## config.mk

```make
export PLATFORM = sky130hd
export DESIGN_NAME = spi_csr_fifo_flat
export DESIGN_NICKNAME = d
export VERILOG_FILES = /design/src/rtl/spi_csr_fifo_if.sv /design/src/rtl/spi_csr_fifo.sv /design/src/flat_wrapper.sv
export SDC_FILE = /design/constraint.sdc
export NUM_CORES = 1
export LEC_CHECK = 0
export BUFFER_PORTS_ARGS = -buffer_cell sky130_fd_sc_hd__buf_2
export CORE_UTILIZATION = 55
export DETAILED_ROUTE_END_ITERATION = 7
export PLACE_DENSITY = 0.75
export SYNTH_ARGS = -nofsm -noshare
export SYNTH_HDL_FRONTEND = slang
export SYNTH_SLANG_ARGS = --single-unit
```

## constraint.sdc

```tcl
create_clock -name clk -period 3 [get_ports clk]
set_clock_uncertainty 0.2 [all_clocks]
set_input_delay 0.75 -clock clk [delete_from_list [all_inputs] [get_ports clk]]
set_output_delay 0.75 -clock clk [all_outputs]
set_load 0.02 [all_outputs]
```

## src/rtl/spi_csr_fifo_if.sv

```systemverilog
// Bus bundle for spi_csr_fifo: SPI-slave CSR port, RX byte producer,
// TX byte consumer and the interrupt line.
interface spi_csr_fifo_if #(
  parameter int A_WIDTH = 5
) ();
  logic [A_WIDTH-1:0] csr_address;
  logic               csr_read;
  logic               csr_write;
  logic [7:0]         csr_writedata;
  logic [7:0]         csr_readdata;
  logic               rx_wr;
  logic [7:0]         rx_data;
  logic               tx_valid;
  logic [7:0]         tx_data;
  logic               tx_ready;
  logic               irq;

  modport master (
    output csr_address, csr_read, csr_write, csr_writedata, rx_wr, rx_data, tx_ready,
    input  csr_readdata, tx_valid, tx_data, irq
  );

  modport slave (
    input  csr_address, csr_read, csr_write, csr_writedata, rx_wr, rx_data, tx_ready,
    output csr_readdata, tx_valid, tx_data, irq
  );
endinterface

```

## src/rtl/spi_csr_fifo.sv

```systemverilog
// CSR-mapped RX/TX byte FIFOs behind an SPI slave register bus,
// with sticky overflow flags and a registered level interrupt.
module spi_csr_fifo #(
  parameter int A_WIDTH    = 5,
  parameter int DEPTH_LOG2 = 4
) (
  input logic           clk,
  input logic           reset_n,
  spi_csr_fifo_if.slave bus
);
  localparam int DEPTH = 1 << DEPTH_LOG2;
  localparam logic [DEPTH_LOG2:0]  FULL_CNT     = (DEPTH_LOG2+1)'(DEPTH);
  localparam logic [A_WIDTH-1:0]   ADDR_VERSION = A_WIDTH'(0);
  localparam logic [A_WIDTH-1:0]   ADDR_CTRL    = A_WIDTH'(1);
  localparam logic [A_WIDTH-1:0]   ADDR_STATUS  = A_WIDTH'(2);
  localparam logic [A_WIDTH-1:0]   ADDR_INT_CLR = A_WIDTH'(3);
  localparam logic [A_WIDTH-1:0]   ADDR_RX_CNT  = A_WIDTH'(4);
  localparam logic [A_WIDTH-1:0]   ADDR_TX_CNT  = A_WIDTH'(5);
  localparam logic [A_WIDTH-1:0]   ADDR_RX_DATA = A_WIDTH'(6);
  localparam logic [A_WIDTH-1:0]   ADDR_TX_DATA = A_WIDTH'(7);

  logic [7:0]            rx_mem_r [DEPTH];
  logic [7:0]            tx_mem_r [DEPTH];
  logic [DEPTH_LOG2-1:0] rx_wptr_r, rx_rptr_r, tx_wptr_r, tx_rptr_r;
  logic [DEPTH_LOG2:0]   rx_cnt_r, tx_cnt_r;
  logic                  irq_en_r, rx_ovf_r, tx_ovf_r, irq_r;
  logic [7:0]            rdata_r, rdata_s;

  logic rx_empty_s, rx_full_s, tx_empty_s, tx_full_s;
  logic wr_ctrl_s, wr_clr_s, wr_txdata_s, rd_rxdata_s;
  logic rx_flush_s, tx_flush_s;
  logic rx_push_s, rx_pop_s, rx_drop_s, tx_push_s, tx_pop_s, tx_drop_s;

  assign rx_empty_s  = (rx_cnt_r == '0);
  assign rx_full_s   = (rx_cnt_r == FULL_CNT);
  assign tx_empty_s  = (tx_cnt_r == '0);
  assign tx_full_s   = (tx_cnt_r == FULL_CNT);

  assign wr_ctrl_s   = bus.csr_write && (bus.csr_address == ADDR_CTRL);
  assign wr_clr_s    = bus.csr_write && (bus.csr_address == ADDR_INT_CLR);
  assign wr_txdata_s = bus.csr_write && (bus.csr_address == ADDR_TX_DATA);
  assign rd_rxdata_s = bus.csr_read  && (bus.csr_address == ADDR_RX_DATA);
  assign rx_flush_s  = wr_ctrl_s && bus.csr_writedata[0];
  assign tx_flush_s  = wr_ctrl_s && bus.csr_writedata[1];

  // A push into a full FIFO still lands when the same cycle frees a slot.
  assign rx_pop_s    = rd_rxdata_s && !rx_empty_s;
  assign rx_push_s   = bus.rx_wr && (!rx_full_s || rx_pop_s);
  assign rx_drop_s   = bus.rx_wr && !rx_push_s;
  assign tx_pop_s    = !tx_empty_s && bus.tx_ready;
  assign tx_push_s   = wr_txdata_s && (!tx_full_s || tx_pop_s);
  assign tx_drop_s   = wr_txdata_s && !tx_push_s;

  assign bus.tx_valid     = !tx_empty_s;
  assign bus.tx_data      = tx_mem_r[tx_rptr_r];
  assign bus.csr_readdata = rdata_r;
  assign bus.irq          = irq_r;

  // FIFO storage, deliberately unreset.
  always_ff @(posedge clk) begin
    if (rx_push_s) begin
      rx_mem_r[rx_wptr_r] <= bus.rx_data;
    end
    if (tx_push_s) begin
      tx_mem_r[tx_wptr_r] <= bus.csr_writedata;
    end
  end

  // RX pointers and count; flush overrides any same-cycle push/pop.
  always_ff @(posedge clk or negedge reset_n) begin
    if (!reset_n) begin
      rx_wptr_r <= '0;
      rx_rptr_r <= '0;
      rx_cnt_r  <= '0;
    end else if (rx_flush_s) begin
      rx_wptr_r <= '0;
      rx_rptr_r <= '0;
      rx_cnt_r  <= '0;
    end else begin
      if (rx_push_s) rx_wptr_r <= rx_wptr_r + 1'b1;
      if (rx_pop_s)  rx_rptr_r <= rx_rptr_r + 1'b1;
      case ({rx_push_s, rx_pop_s})
        2'b10:   rx_cnt_r <= rx_cnt_r + 1'b1;
        2'b01:   rx_cnt_r <= rx_cnt_r - 1'b1;
        default: rx_cnt_r <= rx_cnt_r;
      endcase
    end
  end

  // TX pointers and count.
  always_ff @(posedge clk or negedge reset_n) begin
    if (!reset_n) begin
      tx_wptr_r <= '0;
      tx_rptr_r <= '0;
      tx_cnt_r  <= '0;
    end else if (tx_flush_s) begin
      tx_wptr_r <= '0;
      tx_rptr_r <= '0;
      tx_cnt_r  <= '0;
    end else begin
      if (tx_push_s) tx_wptr_r <= tx_wptr_r + 1'b1;
      if (tx_pop_s)  tx_rptr_r <= tx_rptr_r + 1'b1;
      case ({tx_push_s, tx_pop_s})
        2'b10:   tx_cnt_r <= tx_cnt_r + 1'b1;
        2'b01:   tx_cnt_r <= tx_cnt_r - 1'b1;
        default: tx_cnt_r <= tx_cnt_r;
      endcase
    end
  end

  // Register-map read mux.
  always_comb begin
    rdata_s = 8'h00;
    case (bus.csr_address)
      ADDR_VERSION: rdata_s = 8'h01;
      ADDR_CTRL:    rdata_s = {3'b000, irq_en_r, 4'b0000};
      ADDR_STATUS:  rdata_s = {2'b00, tx_ovf_r, rx_ovf_r, tx_full_s, tx_empty_s, rx_full_s, rx_empty_s};
      ADDR_RX_CNT:  rdata_s = 8'(rx_cnt_r);
      ADDR_TX_CNT:  rdata_s = 8'(tx_cnt_r);
      ADDR_RX_DATA: begin
        if (rx_empty_s) rdata_s = 8'h00;
        else            rdata_s = rx_mem_r[rx_rptr_r];
      end
      default:      rdata_s = 8'h00;
    endcase
  end

  // Control/status registers; an overflow in the clearing cycle stays set.
  always_ff @(posedge clk or negedge reset_n) begin
    if (!reset_n) begin
      rdata_r  <= 8'h00;
      irq_en_r <= 1'b0;
      rx_ovf_r <= 1'b0;
      tx_ovf_r <= 1'b0;
      irq_r    <= 1'b0;
    end else begin
      if (bus.csr_read) rdata_r <= rdata_s;
      if (wr_ctrl_s)    irq_en_r <= bus.csr_writedata[4];
      rx_ovf_r <= rx_drop_s || (rx_ovf_r && !(wr_clr_s && bus.csr_writedata[4]));
      tx_ovf_r <= tx_drop_s || (tx_ovf_r && !(wr_clr_s && bus.csr_writedata[5]));
      irq_r    <= irq_en_r && (!rx_empty_s || rx_ovf_r || tx_ovf_r);
    end
  end
endmodule
```

## src/flat_wrapper.sv

```systemverilog
// flat-port wrapper written by rule: the top's interface ports become plain ports
module spi_csr_fifo_flat 
#(
  parameter int A_WIDTH    = 5,
  parameter int DEPTH_LOG2 = 4
)
  (clk, reset_n, bus_csr_address, bus_csr_read, bus_csr_write, bus_csr_writedata, bus_rx_wr, bus_rx_data, bus_tx_ready, bus_csr_readdata, bus_tx_valid, bus_tx_data, bus_irq);
  spi_csr_fifo_if #(.A_WIDTH(A_WIDTH)) bus_i ();
  input logic clk;
  input logic reset_n;
  input wire logic [$bits(bus_i.csr_address)-1:0] bus_csr_address;
  input wire logic [$bits(bus_i.csr_read)-1:0] bus_csr_read;
  input wire logic [$bits(bus_i.csr_write)-1:0] bus_csr_write;
  input wire logic [$bits(bus_i.csr_writedata)-1:0] bus_csr_writedata;
  input wire logic [$bits(bus_i.rx_wr)-1:0] bus_rx_wr;
  input wire logic [$bits(bus_i.rx_data)-1:0] bus_rx_data;
  input wire logic [$bits(bus_i.tx_ready)-1:0] bus_tx_ready;
  output wire logic [$bits(bus_i.csr_readdata)-1:0] bus_csr_readdata;
  output wire logic [$bits(bus_i.tx_valid)-1:0] bus_tx_valid;
  output wire logic [$bits(bus_i.tx_data)-1:0] bus_tx_data;
  output wire logic [$bits(bus_i.irq)-1:0] bus_irq;
  assign bus_i.csr_address = bus_csr_address;
  assign bus_i.csr_read = bus_csr_read;
  assign bus_i.csr_write = bus_csr_write;
  assign bus_i.csr_writedata = bus_csr_writedata;
  assign bus_i.rx_wr = bus_rx_wr;
  assign bus_i.rx_data = bus_rx_data;
  assign bus_i.tx_ready = bus_tx_ready;
  assign bus_csr_readdata = bus_i.csr_readdata;
  assign bus_tx_valid = bus_i.tx_valid;
  assign bus_tx_data = bus_i.tx_data;
  assign bus_irq = bus_i.irq;
  spi_csr_fifo #(.A_WIDTH(A_WIDTH), .DEPTH_LOG2(DEPTH_LOG2)) u_core (.clk(clk), .reset_n(reset_n), .bus(bus_i));
endmodule
```

==> results of run 1 <==
repair_timing:
| item | CTS | global route |
|---|---|---|
| buffers inserted | 0 | 1 |
| setup endpoints to repair | 8 | 10 |
| gates resized for setup | 0 | 16 |
| gates cloned | 0 | 4 |
logic make-up (layout without fill, tap and decap cells):
group | after synthesis | count (layout) | share of synthesized area
fa+ha+maj | 16 | 16 | 0.0171
xor+xnor | 21 | 21 | 0.0152
buf+inv | 54 | 212 | 0.0178
flops | 294 | 294 | 0.712
simple gates | 123 | 123 | 0.0506
compound gates | 48 | 48 | 0.0317
mux | 88 | 88 | 0.155
cells in the final DEF, fill, tap and decap left out, drive strengths merged, types with 12 or more instances in the layout:
master	count
nand2	17
buf	130
mux4	80
clkbuf	46
inv	24
a21oi	13
xor2	12
ha	15
edfxtp	256
and2	16
dfrtp	38
nor2	50
state kept, by name, indices dropped and copies added, names as in the netlist:
signal	cells
u_core.rx_cnt_r	5
u_core.rx_mem_r	128
u_core.tx_wptr_r	4
u_core.tx_ovf_r	1
u_core.bus.csr_readdata	8
u_core.tx_mem_r	128
u_core.tx_cnt_r	5
u_core.rx_wptr_r	4
u_core.tx_rptr_r	4
u_core.rx_rptr_r	4
u_core.irq_en_r	1
u_core.bus.irq	1
u_core.rx_ovf_r	1
per-stage QoR:
step	power (mW)	utilization	setup WS, ns
floorplan	7.25	-	-0.147
global placement	8.21	0.625	-0.0979
detailed placement	8.36	0.625	-0.177
CTS	12.1	0.673	-0.362
global route	12.8	0.680	-0.406
finish	12.4	0.680	-0.370
final timing paths:
check                                                  end  slack (ns)                       start  cells after the start
worst max-delay path                        bus_tx_data[1]       -0.37         u_core.tx_rptr_r[0]                      5
worst min-delay path                        u_core.bus.irq        0.12                     reset_n                      1
worst max register to register          u_core.tx_cnt_r[4]        0.16          u_core.tx_cnt_r[2]                      9
worst min register to register  u_core.bus.csr_readdata[7]        0.29  u_core.bus.csr_readdata[7]                      1
max in group asynchronous              u_core.rx_rptr_r[0]        1.90                     reset_n                      1
min in group clk                u_core.bus.csr_readdata[7]        0.29  u_core.bus.csr_readdata[7]                      1
layout make-up:
type | count | area [sq um] | share of cell area
clock inverter | 13 | 153 | 0.0105
inverter | 23 | 86.3 | 0.00596
multi-input combinational | 296 | 3280 | 0.227
sequential | 294 | 8640 | 0.597
timing repair buffer | 133 | 1100 | 0.0760
clock buffer | 43 | 872 | 0.0602
tap | 275 | 344 | 0.0238
per-layer routing:
metal  global-route usage  vias to the layer above
li1                     -                     2825
met1                0.340                     3314
met2                0.372                      247
met3               0.0279                       32
met4               0.0444                        2
met5                    0                        -
report_power, final:
group / internal, mW / switching, mW / total, mW
clock network: 2.28 / 1.50 / 3.78
logic: 1.83 / 1.69 / 3.52
registers: 4.79 / 0.281 / 5.07
total: 8.91 / 3.46 / 12.4
==> run metrics, run 1 <==
dpl cell area 13300 sq um; Vias/cell 5.96; met2 wire length 12.5 mm; CP required 2.05 ns; DIE AREA 22600 sq um; FILL cells 1327; total CTS buffers 30; Synth Instances 644; Post-synth top flop edfxtp_1; placed cell count 1016; first-pass GRT wire length 38.2 mm; # IOs 45; final worst setup slack -0.370 ns; Yosys cell types 54; drc violations 0; Initial Util 0.570; Final Setup Violations 8; initial antenna violation count 1; Mapped Area 12100 sq um; Die Wd 150 um; Startpoint Class flop; GPL Wtd Cong 0.898; failing checks negative setup slack; CP endpoint kind output port; Leak Pwr 5.09 nW; asr flop ratio synth 0.129; cell area power density 854 nW/um^2; wire per inst 23.5 um; most frequent cell after synthesis edfxtp_1; Total Wirelength 25.3 mm; nets 821; status finished with violations; clock sinks 294; gr usage total 0.229; Tcrit/Tclk final 1.12; total number of vias 6420; overflow left after global routing 0; slowest CP cell mux4_2; critical path class flop to output port; Row Count 53; Vert. Die Dim 150 um; final instance area 14500 sq um; Root Buffer clkbuf_16; most instantiated cells after synthesis edfxtp_1 (256), mux4_2 (80), nor2_1 (50); Synth-to-Final Area Change 19.4%; top area cells in the synthesized netlist edfxtp_1 (63%), mux4_2 (15%), dfrtp_1 (7.8%); yosys warns 0; wl on met1 10.7 mm; top sig layer met5; cell family with most CP delay multiplexers; data arrival time of the worst path 2.42 ns; maximum buffer depth of the clock tree 3; H-tree depth 1; hold_buf cts 0; final non-filler cell total 1077; CP bufs+invs 3; fin. max-slew vios 0; post-synthesis average cell area 18.8 sq um; dominant cell type by area after synthesis edfxtp_1; most frequent CP cell mux4_2; Max Fanout on Critical Path 7; post-layout min period 3.37 ns; Final HPWL DP 16.5 mm; TNS Setup -2.74 ns; antenna-violating nets left 0; Synth top area share 0.634; Post-synth EDFFs 256; DR iter-0 viols 543; vias in the first global route 6786; worst slew pin tran 0.841 ns; syn_nets 687; CP max stage delay 0.53 ns; Peak VDD IR 0.000564 V; crit path cell chain buf_12 -> buf_4 -> mux4_2 -> mux4_2 -> buf_2; Detail Route met3 WL 1.57 mm; # diodes 0; Seq cells post-synth 294; RSZ-0062 raised after global routing true; Clock Latency Late Sink 0.54 ns; worst rel slew slack 0.439; Highest Clock Rate 0.297 GHz; largest net degree at the start of global routing 39; Reg clk slew, reported paths 0.06 ns; CTS tree built; post-synthesis sequential area ratio 0.712; # Max-Cap Violations 0; drt pass-1 iters 5; Hold Crit Class primary input to async pin; Hold Vio Cnt, Final 0; share of cells above drive strength 1 0.345; CORE AREA 21300 sq um; Port Buffer Count 44; hold slack final 0.115 ns
No activity file was read; power rests on OpenSTA's default activity.
==> run 2, diff against run 1 <==
- CTS_CLUSTER_DIAMETER: not set -> 40
- SKIP_CTS_REPAIR_TIMING: not set -> 1
==> run 2 against run 1 <==
The flow still finishes with violations (negative setup slack). First-iteration DRC count increased by 13%. Setup slack improved by 0.0031 ns. Count of clock-buffer cells in the layout fell by 1. Critical endpoint is now bus_tx_data[0].
==> run metrics, run 2 (synthesized netlist as in run 1, its figures left out) <==
DIE AREA 22600 sq um (unchanged); Die Wd 150 um (unchanged); Initial Util 0.570 (unchanged); nets 827 (was 821); Row Count 53 (unchanged); worst rel slew slack 0.432 (was 0.439); CP max stage delay 0.55 ns (was 0.53 ns); Hold Vio Cnt, Final 0 (unchanged); initial antenna violation count 0 (was 1); status finished with violations (unchanged); drc violations 0 (unchanged); commonest cells after routing, fill and taps aside edfxtp_1 (256), mux4_2 (80), buf_4 (76) (unchanged); Root Buffer clkbuf_16 (unchanged); Peak VDD IR 0.000479 V (was 0.000564 V); Highest Clock Rate 0.297 GHz (about the same); failing checks negative setup slack (unchanged); Leak Pwr 5.18 nW (was 5.09 nW); total CTS buffers 36 (was 30); CORE AREA 21300 sq um (unchanged); vias in the first global route 6878 (was 6786); cell area power density 885 nW/um^2 (was 854 nW/um^2); # diodes 0 (unchanged); GPL Wtd Cong 0.898 (unchanged); critical path class flop to output port (unchanged); CP required 2.05 ns (about the same); Vert. Die Dim 150 um (unchanged); wire per inst 23.7 um (was 23.5 um); fin. max-slew vios 0 (unchanged); Tcrit/Tclk final 1.12 (about the same); Hold Crit Class primary input to async pin (unchanged); Final HPWL DP 16.5 mm (unchanged); maximum buffer depth of the clock tree 3 (unchanged); gr usage total 0.237 (was 0.229); # IOs 45 (unchanged); Reg clk slew, reported paths 0.06 ns (about the same); data arrival time of the worst path 2.42 ns (about the same); Setup WS pre-CTS -0.177 ns (unchanged); antenna-violating nets left 0 (unchanged); Max Fanout on Critical Path 7 (unchanged); Total Wirelength 25.7 mm (was 25.3 mm); first-pass GRT wire length 39.0 mm (was 38.2 mm); final core occ 0.689 (was 0.680); Vias/cell 6.08 (was 5.96); Clock Latency Late Sink 0.50 ns (was 0.54 ns); Port Buffer Count 44 (unchanged); # Max-Cap Violations 0 (unchanged); RSZ-0062 raised after global routing true (unchanged); Startpoint Class flop (unchanged); final worst setup slack -0.366 ns (was -0.370 ns); DR iter-0 viols 612 (was 543); largest net degree at the start of global routing 39 (unchanged); drt pass-1 iters 5 (unchanged); commonest non-fill, non-tap cell in the layout edfxtp_1 (unchanged); worst slew pin tran 0.852 ns (was 0.841 ns); FILL cells 1290 (was 1327); CP endpoint kind output port (unchanged); CTS tree built (unchanged); total number of vias 6592 (was 6420); Synth-to-Final Area Change 21.0% (was 19.4%); slowest CP cell mux4_2 (unchanged); H-tree depth 2 (was 1); clock sinks 294 (unchanged); post-layout min period 3.37 ns (about the same); share of cells above drive strength 1 0.351 (was 0.345); overflow left after global routing 0 (unchanged); crit path cell chain buf_12 -> buf_12 -> mux4_2 -> mux4_2 -> buf_6 (was buf_12 -> buf_4 -> mux4_2 -> mux4_2 -> buf_2); Final Setup Violations 8 (unchanged)
==> run 2: cell count changes in the layout (fill, tap and decap cells not counted), sizes merged <==
cell | previous run | this run
inv | 24 | 29
bufinv | 3 | 5
clkbuf | 46 | 45
clkinvlp | 2 | 3
==> run 2: path summary, 6_finish.rpt <==
check                                      startpoint                         end  slack (ns)  cells past startpoint
min                                           reset_n  u_core.bus.csr_readdata[7]        0.15                      1
min in group clk           u_core.bus.csr_readdata[7]  u_core.bus.csr_readdata[7]        0.29                      1
max                               u_core.tx_rptr_r[0]              bus_tx_data[0]       -0.37                      5
min reg2reg                u_core.bus.csr_readdata[7]  u_core.bus.csr_readdata[7]        0.29                      1
max reg2reg                        u_core.tx_cnt_r[2]          u_core.tx_cnt_r[4]        0.17                      9
max in group asynchronous                     reset_n         u_core.tx_rptr_r[0]        1.85                      1
==> run 2: power breakdown <==
| part | total (mW) | internal (mW) | switching [mW] |
|---|---|---|---|
| registers | 5.08 | 4.79 | 0.292 |
| clock network | 4.35 | 2.70 | 1.65 |
| logic | 3.55 | 1.84 | 1.71 |
| total | 13.0 | 9.33 | 3.65 |
==> run 2: routing by layer <==
layer  vias to the layer above  share of wire  global-route usage
li1                       2849              -                   -
met1                      3447           0.41               0.335
met2                       257           0.50               0.383
met3                        39          0.070              0.0458
met4                         0          0.016              0.0596
met5                         -              0                   0
==> run 2: critical path, delay by kind of cell (launching register included) <==
kind / cells / cell delay [ns]
muxes: 2 / 1.09
buffers and inverters: 3 / 0.46
DFF: 1 / 0.37
==> run 2: stage by stage <==
step	std cells	total power [mW]	cell area, sq um	hold slack (ns)	setup TNS [ns]
floorplan	644	7.25	12100	0.254	-4.73
global placement	1016	8.21	13300	0.274	-1.38
detailed placement	1016	8.36	13300	0.283	-5.69
CTS	1079	12.7	14500	0.177	-2.40
global route	1084	13.5	14700	0.218	-2.75
finish	1084	13.0	14700	0.147	-2.38
==> run 2: final cells by class <==
class | count | area (sq um) | share of cell area
Inverter | 23 | 86.3 | 0.00588
Clock inverter | 21 | 278 | 0.0189
Timing Repair Buffer | 133 | 1100 | 0.0750
Clock buffer | 42 | 933 | 0.0636
Tap cell | 275 | 344 | 0.0235
Sequential cell | 294 | 8640 | 0.589
Multi-Input combinational cell | 296 | 3290 | 0.224
==> run 3, diff against run 2 <==
==> constraint.sdc (replaced) <==
create_clock -name clk -period 3 [get_ports clk]
set_clock_uncertainty 0.2 [all_clocks]
set_input_delay 0.45 -clock clk [delete_from_list [all_inputs] [get_ports clk]]
set_output_delay 0.45 -clock clk [all_outputs]
set_load 0.02 [all_outputs]
==> run 3 against run 2 <==
The run still ends with negative setup slack left. Clock power fell by 9.4%. Routed wire length decreased by 1.8%. Via count decreased by 3.0%. Cell count is 3.0% lower. Count of clock-buffer cells in the layout up 1. Cell area shrank 3.3%. Critical path type unchanged. Sequential cell count unchanged.
==> run metrics, run 3 (synthesized netlist as in run 1, its figures left out) <==
status finished with violations (unchanged); failing checks negative setup slack (unchanged); data arrival time of the worst path 2.38 ns (was 2.42 ns); clock sinks 294 (unchanged); critical path class flop to output port (unchanged); CP required 2.35 ns (was 2.05 ns); Vert. Die Dim 150 um (unchanged); H-tree depth 2 (unchanged); TNS Setup -0.0644 ns (was -2.38 ns); CTS tree built (unchanged); cell area power density 867 nW/um^2 (was 885 nW/um^2); final non-filler cell total 1051 (was 1084); Peak VDD IR 0.000577 V (was 0.000479 V); DIE AREA 22600 sq um (unchanged); commonest cells after routing, fill and taps aside edfxtp_1 (256), mux4_2 (80), buf_4 (51) (was edfxtp_1 (256), mux4_2 (80), buf_4 (76)); overflow left after global routing 0 (unchanged); Highest Clock Rate 0.330 GHz (was 0.297 GHz); cell family with most CP delay multiplexers (unchanged); Clock Latency Late Sink 0.50 ns (about the same); Root Buffer clkbuf_16 (unchanged); gr usage total 0.229 (was 0.237); Initial Util 0.570 (unchanged); FILL cells 1357 (was 1290); worst slew pin tran 0.870 ns (was 0.852 ns); total CTS buffers 35 (was 36); crit path cell chain clkbuf_16 -> mux4_2 -> mux4_2 -> buf_2 (was buf_12 -> buf_12 -> mux4_2 -> mux4_2 -> buf_6); most frequent CP cell mux4_2; Reg clk slew, reported paths 0.06 ns (about the same); Final Setup Violations 4 (was 8); # diodes 0 (unchanged); post-layout min period 3.03 ns (was 3.37 ns); nets 794 (was 827); # IOs 45 (unchanged); Vias/cell 6.08 (about the same); fin. max-slew vios 0 (unchanged); DR iter-0 viols 441 (was 612); GPL Wtd Cong 0.934 (was 0.898); Hold Crit Class primary input to flop (was primary input to async pin); Total Wirelength 25.2 mm (was 25.7 mm); Die Wd 150 um (unchanged); RSZ-0062 raised after global routing true (unchanged); Leak Pwr 4.92 nW (was 5.18 nW); total number of vias 6392 (was 6592); # Max-Cap Violations 0 (unchanged); final worst setup slack -0.0277 ns (was -0.366 ns); CP bufs+invs 2 (was 3); drt pass-1 iters 5 (unchanged); Setup WS pre-CTS 0.0403 ns (was -0.177 ns); antenna-violating nets left 0 (unchanged); CP endpoint kind output port (unchanged); vias in the first global route 6421 (was 6878); CORE AREA 21300 sq um (unchanged); wire per inst 24.0 um (was 23.7 um); largest net degree at the start of global routing 39 (unchanged); Final HPWL DP 15.5 mm (was 16.5 mm); commonest non-fill, non-tap cell in the layout edfxtp_1 (unchanged); final core occ 0.666 (was 0.689); Tcrit/Tclk final 1.01 (was 1.12); drc violations 0 (unchanged); share of cells above drive strength 1 0.321 (was 0.351); Hold Vio Cnt, Final 0 (unchanged); initial antenna violation count 0 (unchanged); CP max stage delay 0.55 ns (about the same); slowest CP cell mux4_2 (unchanged); Synth-to-Final Area Change 17.0% (was 21.0%); placed cell count 985 (was 1016); Startpoint Class flop (unchanged); first-pass GRT wire length 37.6 mm (was 39.0 mm); Row Count 53 (unchanged); worst rel slew slack 0.420 (was 0.432); maximum buffer depth of the clock tree 3 (unchanged); Port Buffer Count 44 (unchanged); Max Fanout on Critical Path 15 (was 7)
## run 3: path summary, 6_finish.rpt
check	end	slack [ns]	startpoint	cells past startpoint
setup reg to reg	u_core.tx_cnt_r[4]	0.16	u_core.tx_cnt_r[2]	9
setup / recovery	bus_tx_data[3]	-0.03	u_core.tx_rptr_r[0]	4
max in group asynchronous	u_core.tx_rptr_r[0]	1.59	reset_n	2
hold reg to reg	u_core.bus.csr_readdata[7]	0.30	u_core.bus.csr_readdata[7]	1
min in group asynchronous	u_core.bus.csr_readdata[3]	0.39	reset_n	2
hold / removal	u_core.rx_mem_r[9][7]	0.12	bus_rx_data[7]	1
## run 3: per-stage QoR
step	total power, mW	cell area [sq um]	hold slack (ns)
floorplan	7.24	12100	-0.0456
global placement	8.12	13000	0.275
detailed placement	8.26	13000	0.283
CTS	12.2	14100	-0.128
global route	12.8	14200	0.114
finish	12.3	14200	0.117
## run 3: area by class of cell
cell class	instances	area (sq um)	share of cell area
Timing Repair Buffer	101	742	0.0523
Inverter	23	86.3	0.00609
Multi-Input combinational cell	296	3280	0.232
Clock buffer	43	927	0.0654
Tap cell	275	344	0.0243
Sequential cell	294	8640	0.609
Clock inverter	19	161	0.0114
## run 3: metal layers
metal / vias up / track usage / share of wire
li1: 2780 / - / -
met1: 3356 / 0.343 / 0.44
met2: 225 / 0.351 / 0.48
met3: 31 / 0.0433 / 0.067
met4: 0 / 0.0556 / 0.014
met5: - / 0 / 0
## run 3: power breakdown
part	total, mW	switching, mW	internal, mW
Combinational	3.27	1.63	1.64
Sequential	5.10	0.309	4.79
Clock	3.94	1.67	2.26
## run 3: worst register-to-register path: cells and delay by family, from the launching register on
family / cells / cell delay [ns]
DFF: 1 / 0.39
xor gates and xnor gates: 1 / 0.09
AOI/OAI and AO/OA: 4 / 0.73
buffers and inverters: 1 / 0.09
and+or+nand+nor: 2 / 0.86
adders and majority gates: 1 / 0.42
